$ cat config.mk
export PLATFORM = sky130hd
export DESIGN_NAME = cond_unit_it
export DESIGN_NICKNAME = d
export VERILOG_FILES = /design/src/rtl/cond_unit_it.sv
export SDC_FILE = /design/constraint.sdc
export NUM_CORES = 1
export LEC_CHECK = 0
export BUFFER_PORTS_ARGS = -buffer_cell sky130_fd_sc_hd__buf_2
export CORE_MARGIN = 2
export CORE_UTILIZATION = 25
export CTS_BUF_LIST = sky130_fd_sc_hd__clkbuf_2 sky130_fd_sc_hd__clkbuf_4 sky130_fd_sc_hd__clkbuf_8
export CTS_CLUSTER_DIAMETER = 40
export DETAILED_ROUTE_END_ITERATION = 10
export GPL_ROUTABILITY_DRIVEN = 1
export SYNTH_ARGS = -nofsm -noshare
export SYNTH_HDL_FRONTEND = slang
export SYNTH_SLANG_ARGS = --single-unit
$ cat constraint.sdc
create_clock -name CLK -period 3.11 [get_ports CLK]
set_clock_uncertainty 0.1 [all_clocks]
set_input_delay 0 -clock CLK [delete_from_list [all_inputs] [get_ports CLK]]
set_output_delay 0 -clock CLK [all_outputs]
set_load 0.02 [all_outputs]
$ cat src/rtl/cond_unit_it.sv
// Execute-stage conditional unit: NZCV register with per-flag enables, IT-block
// sequencing, banked saved flags, and condition-gated write controls.
module cond_unit_it #(
  parameter int BANKS  = 2,
  parameter int BANK_W = (BANKS > 1) ? $clog2(BANKS) : 1,
  parameter bit IT_EN  = 1'b1
) (
  input  logic              CLK,
  input  logic              Reset,
  input  logic              Valid,
  input  logic              Stall,
  input  logic              Flush,
  input  logic [3:0]        Cond,
  input  logic [3:0]        FlagW,
  input  logic              PCS,
  input  logic              RegW,
  input  logic              MemW,
  input  logic              MS,
  input  logic              NoWrite,
  input  logic              LogicOp,
  input  logic [3:0]        ALUFlags,
  input  logic              ShifterCarry,
  input  logic              ITStart,
  input  logic [3:0]        ITCond,
  input  logic [3:0]        ITMask,
  input  logic              SaveFlags,
  input  logic [BANK_W-1:0] SaveIdx,
  input  logic              RestoreFlags,
  input  logic [BANK_W-1:0] RestIdx,
  output logic              PCSrc,
  output logic              RegWrite,
  output logic              MemWrite,
  output logic              MStart,
  output logic              CondEx,
  output logic [3:0]        Flags,
  output logic              CFlag,
  output logic              InIT,
  output logic [7:0]        ITState,
  output logic              ITErr
);
  localparam logic [3:0] AL = 4'b1110;

  logic [3:0]            nzcv;
  logic [BANKS-1:0][3:0] bank;
  logic [7:0]            it_state;
  logic                  it_err;
  logic                  in_it;
  logic                  cond_ex;
  logic [3:0]            eff_cond;

  // f = {N,Z,C,V}
  function automatic logic cond_pass(input logic [3:0] c, input logic [3:0] f);
    logic n, z, cy, v;
    {n, z, cy, v} = f;
    case (c)
      4'h0: cond_pass = z;
      4'h1: cond_pass = ~z;
      4'h2: cond_pass = cy;
      4'h3: cond_pass = ~cy;
      4'h4: cond_pass = n;
      4'h5: cond_pass = ~n;
      4'h6: cond_pass = v;
      4'h7: cond_pass = ~v;
      4'h8: cond_pass = cy & ~z;
      4'h9: cond_pass = ~cy | z;
      4'ha: cond_pass = (n == v);
      4'hb: cond_pass = (n != v);
      4'hc: cond_pass = ~z & (n == v);
      4'hd: cond_pass = z | (n != v);
      default: cond_pass = 1'b1;
    endcase
  endfunction

  always_comb begin
    in_it    = IT_EN && (it_state[3:0] != 4'h0);
    eff_cond = Cond;
    if (IT_EN && ITStart) eff_cond = AL;
    else if (in_it)       eff_cond = it_state[7:4];
    cond_ex  = Valid & cond_pass(eff_cond, nzcv);
  end

  assign CondEx   = cond_ex;
  assign PCSrc    = ~Flush & PCS & cond_ex;
  assign RegWrite = ~Flush & RegW & cond_ex & ~NoWrite;
  assign MemWrite = ~Flush & MemW & cond_ex;
  assign MStart   = ~Flush & MS & cond_ex;
  assign Flags    = nzcv;
  assign CFlag    = nzcv[1];
  assign InIT     = in_it;
  assign ITState  = it_state;
  assign ITErr    = it_err;

  always_ff @(posedge CLK) begin
    if (!Reset) begin
      nzcv     <= 4'h0;
      bank     <= '0;
      it_state <= 8'h00;
      it_err   <= 1'b0;
    end else if (Stall) begin
      it_err <= 1'b0;
    end else begin
      // restore wins over a same-cycle flag write; save sees pre-update flags
      if (RestoreFlags) begin
        if (32'(RestIdx) < BANKS) nzcv <= bank[RestIdx];
      end else if (!Flush) begin
        for (int i = 0; i < 4; i++)
          if (FlagW[i] & cond_ex)
            nzcv[i] <= (i == 1 && LogicOp) ? ShifterCarry : ALUFlags[i];
      end
      if (SaveFlags && 32'(SaveIdx) < BANKS) bank[SaveIdx] <= nzcv;

      it_err <= 1'b0;
      if (IT_EN) begin
        if (Flush) begin
          it_state <= 8'h00;
        end else if (Valid) begin
          if (in_it) begin
            if (ITStart) it_err <= 1'b1;
            // the shifted-out mask bit becomes the LSB of the next condition
            if (it_state[2:0] == 3'b000) it_state <= 8'h00;
            else                         it_state[4:0] <= {it_state[3:0], 1'b0};
          end else if (ITStart) begin
            if (ITMask == 4'h0) it_err   <= 1'b1;
            else                it_state <= {ITCond, ITMask};
          end
        end
      end
    end
  end
endmodule

==> impl_metrics.env, run 1 <==
export IMPL_status="completed"
export IMPL_async_flop_share_pct=0
export IMPL_numCtsBuffers=3
export IMPL_setup_tns_ns=0
export IMPL_synth_common_cells="21 x dfxtp_1, 17 x mux2i_1, 17 x nor2b_1, 14 x nand2_1, 12 x nor2_1"
export IMPL_overflow=0
export IMPL_cts_tree="done"
export IMPL_port_buffers=56
export IMPL_rows=27
export IMPL_yosys_register_bits=21
export IMPL_wl_per_cell_um=13.6
export IMPL_wl_met3_um=283
export IMPL_peakVddDrop_v=0.000183
export IMPL_die_w_um=78.9
export IMPL_crit_type="flop to output port"
export IMPL_nNetsFinal=270
export IMPL_htreeDepth=1
export IMPL_hold_class="primary input to flop"
export IMPL_synth_cell_types=42
export IMPL_fin_crit_ns=2.85
export IMPL_grt_max_degree=26
export IMPL_leakagePower_nw=0.856
export IMPL_synth_area_top_cells="dfxtp_1 30%, mux2i_1 12%, nor2b_1 7.6%, nand2_1 3.7%, mux2_2 3.2%"
export IMPL_period_share_pct=91.8
export IMPL_final_area_mm2=0.00192
export IMPL_cts_path_max_buffers=2
export IMPL_clock_sinks=21
export IMPL_first_iter_violations=102
export IMPL_clk_latency_ns=0.26
export IMPL_holdWs_ns=0.0625
export IMPL_via_count=1464
export IMPL_post_cts_resized=0
export IMPL_max_freq_mhz=350
export IMPL_start_kind="flop"
export IMPL_synth_ff_type="dfxtp_1"
export IMPL_syn_num_nets=203
export IMPL_rsz0062_at_grt="no"
export IMPL_antenna_found_initial=0
export IMPL_ios=57
export IMPL_grt_pass1_vias=1392
export IMPL_power_density_mw_per_mm2=350
export IMPL_first_pass_iters=4
export IMPL_worstPathRequired_ns=3.01
export IMPL_fin_util_pct=35.1
export IMPL_layout_drive_gt1_share_pct=30.6
export IMPL_worstSetupEndpointType="output port"
export IMPL_ant_nets=0
export IMPL_track_usage_pct=13.5
export IMPL_cts_root_buf="clkbuf_8"
export IMPL_grt_pass1_wl_mm=6.78
export IMPL_clkSlewWorstSetupHoldPaths_ns=0.08
export IMPL_dieArea_mm2=0.00623
export IMPL_n_antenna_cell=0
export IMPL_core_area_mm2=0.00547
export IMPL_tightest_slew_ns=0.814
export IMPL_hold_viol_final=0
export IMPL_synth_top_area_share_pct=30.0
export IMPL_syn_inst=166
export IMPL_yosysTopAreaCell="dfxtp_1"
export IMPL_synth_most_common_cell="dfxtp_1"
export IMPL_seq_area_frac_synth_pct=30.0
export IMPL_wl_met2_mm=1.90
export IMPL_dr_max_layer_used="met4"
export IMPL_arrival_ns=2.75
export IMPL_wirelength_mm=4.12
export IMPL_via_per_inst=4.82
export IMPL_wl_met1_mm=1.91
export IMPL_yosysWarningCount=0
export IMPL_worstHoldStart="RestoreFlags"
export IMPL_avgSynthCellArea_um2=8.45
export IMPL_maxSlewViolCount=0
export IMPL_cp_startpoint="ITState[3]"
export IMPL_rr_startpoint="ITState[3]"
export IMPL_drc_errors=0
export IMPL_fill_cells=588
export IMPL_synth_edff_count=0
export IMPL_synth_area_mm2=0.00140
export IMPL_initial_core_util_pct=25.6
export IMPL_syn_to_final_growth_pct=37.1
export IMPL_crit_fanout=7
export IMPL_hpwl_mm=3.20
export IMPL_finalSetupViolCount=0
export IMPL_dpl_cell_area_mm2=0.00174
export IMPL_fp_dieH_um=78.9
export IMPL_max_slew_margin_pct=45.6
export IMPL_max_cap_viol_count=0
export IMPL_gp_congestion=0.787
==> metrics by stage <==
stage / setup slack (ns) / instances / total power [mW]
after floorplan: 0.259 / 166 / 0.416
after global placement: 0.539 / 286 / 0.479
after detailed placement: 0.470 / 286 / 0.481
after CTS: 0.179 / 303 / 0.676
after global routing: 0.0121 / 304 / 0.712
final: 0.256 / 304 / 0.673
==> area by class of cell <==
| type | count | area, um2 | area share (%) |
|---|---|---|---|
| multi-input combinational | 129 | 913 | 47.5 |
| clock inverter | 1 | 5.00 | 0.260 |
| inverter | 7 | 27.5 | 1.43 |
| timing repair buffer | 71 | 425 | 22.1 |
| tap | 72 | 90.1 | 4.68 |
| sequential | 21 | 420 | 21.9 |
| clock buffer | 3 | 41.3 | 2.15 |
==> what timing repair did <==
item,4_1_cts,5_1_grt
endpoints found under the hold margin,9,0
endpoints found under the setup margin,0,1
setup buffers,0,1
hold buffers,13,0
==> sequential cells by signal, indices dropped and copies added, names as in the netlist <==
signal / count
Flags: 4
ITErr: 1
ITState: 8
bank: 8
==> per-layer routing <==
metal / GRT usage [%] / up-vias
met5: 0 / -
met4: 2.59 / 0
li1: - / 752
met3: 3.64 / 4
met1: 17.2 / 654
met2: 23.2 / 54
==> path summary, 6_finish.rpt <==
| kind | endpoint | slack, ns | cells after the start |
|---|---|---|---|
| worst max-delay path | RegWrite | 0.26 | 8 |
| worst min-delay path | Flags[2] | 0.06 | 4 |
| worst max register to register | Flags[0] | 0.46 | 9 |
| worst min register to register | bank[1] | 0.42 | 2 |
==> critical path: stages (launching register included) <==
cell and delay (ns):
dfxtp_1 0.40, nor4_4 0.40, buf_4 0.20, mux2_2 0.34, a211oi_1 0.25, nor3_1 0.09
a211o_2 0.34, nor4b_1 0.25, buf_2 0.21
==> kinds of logic after synthesis <==
kind of cell / Yosys count / synth area share [%]
muxes: 22 / 16.1
AOI/OAI and AO/OA: 42 / 23.2
DFF: 21 / 30.0
xor gates and xnor gates: 1 / 0.625
buffers and inverters: 16 / 4.91
and+or+nand+nor: 64 / 25.2
==> cell usage in the layout, fill, tap and decap left out, drive strengths merged, types with 5 or more instances in the layout <==
cell         netlist  routed
a21boi             5       5
a21oi              8       8
buf                4      58
dfxtp             21      21
dlygate4sd3        0      13
inv                6       6
mux2               5       5
mux2i             17      17
nand2             14      14
nor2              12      12
nor2b             17      17
==> report_power, final <==
part	leakage [nW]	total [mW]	switching, mW	internal [mW]
logic	0.661	0.197	0.108	0.0892
registers	0.170	0.291	0.0141	0.277
clock network	0.0255	0.185	0.0953	0.0893
total	0.856	0.673	0.217	0.455
No activity file was read; power rests on OpenSTA's default activity.
==> run 2: changes to the inputs <==
clock period = 2.4 ns   (was 3.11 ns; I/O delays follow)
==> run 2 against run 1 <==
Net effect:
- the run now ends with setup timing left
- cell count rose by 5.6%
- sequential share of layout area fell by 2.9 points
- register-to-register slack got worse by 0.66 ns
- clock-buffer cell count rose by 1
- critical path type unchanged
- critical endpoint unchanged
- largest cell class unchanged
==> impl_metrics.env, run 2 (synthesized netlist as in run 1, its figures left out) <==
export IMPL_status="complete, but fails checks"
export IMPL_failed_checks="setup timing"
export IMPL_cts_path_max_buffers=2
export IMPL_max_slew_margin_pct=47.3
export IMPL_finalSetupViolCount=9
export IMPL_nNetsFinal=287
export IMPL_n_antenna_cell=0
export IMPL_start_kind="flop"
export IMPL_clock_sinks=21
export IMPL_placedCellCount=301
export IMPL_arrival_ns=2.59
export IMPL_syn_to_final_growth_pct=61.0
export IMPL_first_pass_iters=4
export IMPL_combPwrFrac_pct=36.7
export IMPL_rr_startpoint="ITState[3]"
export IMPL_power_frac_clock_pct=25.6
export IMPL_fin_cells=321
export IMPL_layout_commonest_cell="buf_2"
export IMPL_wirelength_mm=4.59
export IMPL_hold_depth=4
export IMPL_dieArea_mm2=0.00623
export IMPL_p_int_mw=0.657
export IMPL_cts_tree="done"
export IMPL_drc_errors=0
export IMPL_final_cell_mix="51 x buf_2, 21 x buf_4, 17 x dfxtp_1, 17 x nor2b_1, 15 x mux2i_1"
export IMPL_power_density_mw_per_mm2=432
export IMPL_rsz0062_at_grt="yes"
export IMPL_crit_type="flop to output port"
export IMPL_wl_per_cell_um=14.3
export IMPL_clkSlewWorstSetupHoldPaths_ns=0.09
export IMPL_r2r_setup_slack_ns=-0.20
export IMPL_die_w_um=78.9
export IMPL_via_per_inst=4.92
export IMPL_hpwl_mm=3.59
export IMPL_p_sw_share_pct=32.7
export IMPL_tightest_slew_ns=0.789
export IMPL_overflow=0
export IMPL_port_buffers=56
export IMPL_cts_root_buf="clkbuf_8"
export IMPL_max_freq_mhz=372
export IMPL_ant_nets=0
export IMPL_fin_util_pct=41.3
export IMPL_pre_cts_slack_ns=-0.110
export IMPL_fin_ws_ns=-0.287
export IMPL_track_usage_pct=14.9
export IMPL_fp_dieH_um=78.9
export IMPL_htreeDepth=1
export IMPL_clk_latency_ns=0.27
export IMPL_worstSetupEndpointType="output port"
export IMPL_initial_core_util_pct=25.6
export IMPL_ios=57
export IMPL_grt_pass1_vias=1517
export IMPL_layout_drive_gt1_share_pct=43.0
export IMPL_hold_class="primary input to flop"
export IMPL_maxSlewViolCount=0
export IMPL_numCtsBuffers=3
export IMPL_max_cap_viol_count=0
export IMPL_worstHoldStart="RestoreFlags"
export IMPL_antenna_found_initial=0
export IMPL_first_iter_violations=77
export IMPL_power_frac_seq_pct=37.7
export IMPL_crit_fanout=7
export IMPL_grt_pass1_wl_mm=7.27
export IMPL_r2r_end="Flags[2]"
export IMPL_reg2reg_depth=10
export IMPL_period_share_pct=112
export IMPL_core_area_mm2=0.00547
export IMPL_rows=27
export IMPL_peakVddDrop_v=0.000236
export IMPL_fin_crit_ns=2.69
export IMPL_leakagePower_nw=0.976
export IMPL_gp_congestion=0.862
export IMPL_hold_viol_final=0
export IMPL_worstPathRequired_ns=2.30
export IMPL_via_count=1580
export IMPL_power_switching_mw=0.319
export IMPL_grt_max_degree=26
export IMPL_hold_end="Flags[1]"
==> run 2: cell types whose count changed in the layout (fill, tap and decap cells not counted), moves of 3 or more <==
cell     previous run  this run
a31oi_4             0         4
buf_4               2        21
nor3b_2             0         3
nor3b_1             4         1
buf_2              56        51
a31oi_1             4         0
dfxtp_2             0         3
dfxtp_1            21        17
==> run 2: per-layer routing <==
layer / GRT usage, % / part of all wire [%]
met5: 0 / 0
met4: 2.76 / 0.54
met3: 3.18 / 6.2
met2: 26.2 / 47
met1: 19.1 / 47
==> run 2: power groups by stage <==
stage | clock, mW | sequential (mW) | combinational [mW]
floorplan | 0 | 0.390 | 0.175
global placement | 0 | 0.376 | 0.300
detailed placement | 0 | 0.376 | 0.302
CTS | 0.256 | 0.368 | 0.347
global route | 0.271 | 0.370 | 0.384
finish | 0.250 | 0.368 | 0.358
==> run 2: area by class of cell <==
cell class / count / area, um2
Fill cell: 554 / 3210
Sequential cell: 21 / 428
Inverter: 7 / 38.8
Clock buffer: 4 / 48.8
Tap cell: 72 / 90.1
Timing Repair Buffer: 88 / 576
Multi-Input combinational cell: 129 / 1080
==> run 2: metrics by stage <==
stage	area, um2	power [mW]	hold slack, ns	setup TNS [ns]
finish	2260	0.976	0.0667	-1.96
global route	2260	1.02	0.0949	-2.67
CTS	2230	0.970	0.0632	-1.62
detailed placement	1960	0.678	0.176	-0.491
global placement	1960	0.676	0.173	-0.275
floorplan	1510	0.565	-0.0602	-0.380
==> run 2: repair_timing <==
| item | 4_1_cts | 5_1_grt |
|---|---|---|
| setup endpoints to repair | 9 | 9 |
| hold buffers | 14 | 0 |
| hold endpoints to repair | 9 | 0 |
| gates resized for setup | 14 | 5 |
| setup buffers | 2 | 0 |
| pin swaps | 6 | 0 |
| cloned | 0 | 0 |
==> run 2: worst max path at each step <==
stage	start	end	slack (ns)
floorplan	ITState[0]	Flags[0]	-0.1
global placement	ITState[1]	Flags[3]	-0.06
detailed placement	ITState[1]	Flags[2]	-0.11
CTS	ITState[3]	RegWrite	-0.25
global route	ITState[3]	RegWrite	-0.36
finish	ITState[3]	RegWrite	-0.29
==> run 2: worst max-delay path: stages, from the launching register on <==
cell,delay [ns]
dfxtp_4,0.37
nor4_4,0.39
buf_6,0.22
mux2i_2,0.26
a211oi_2,0.07
o211a_1,0.25
a211o_4,0.36
nor4b_4,0.22
buf_4,0.18
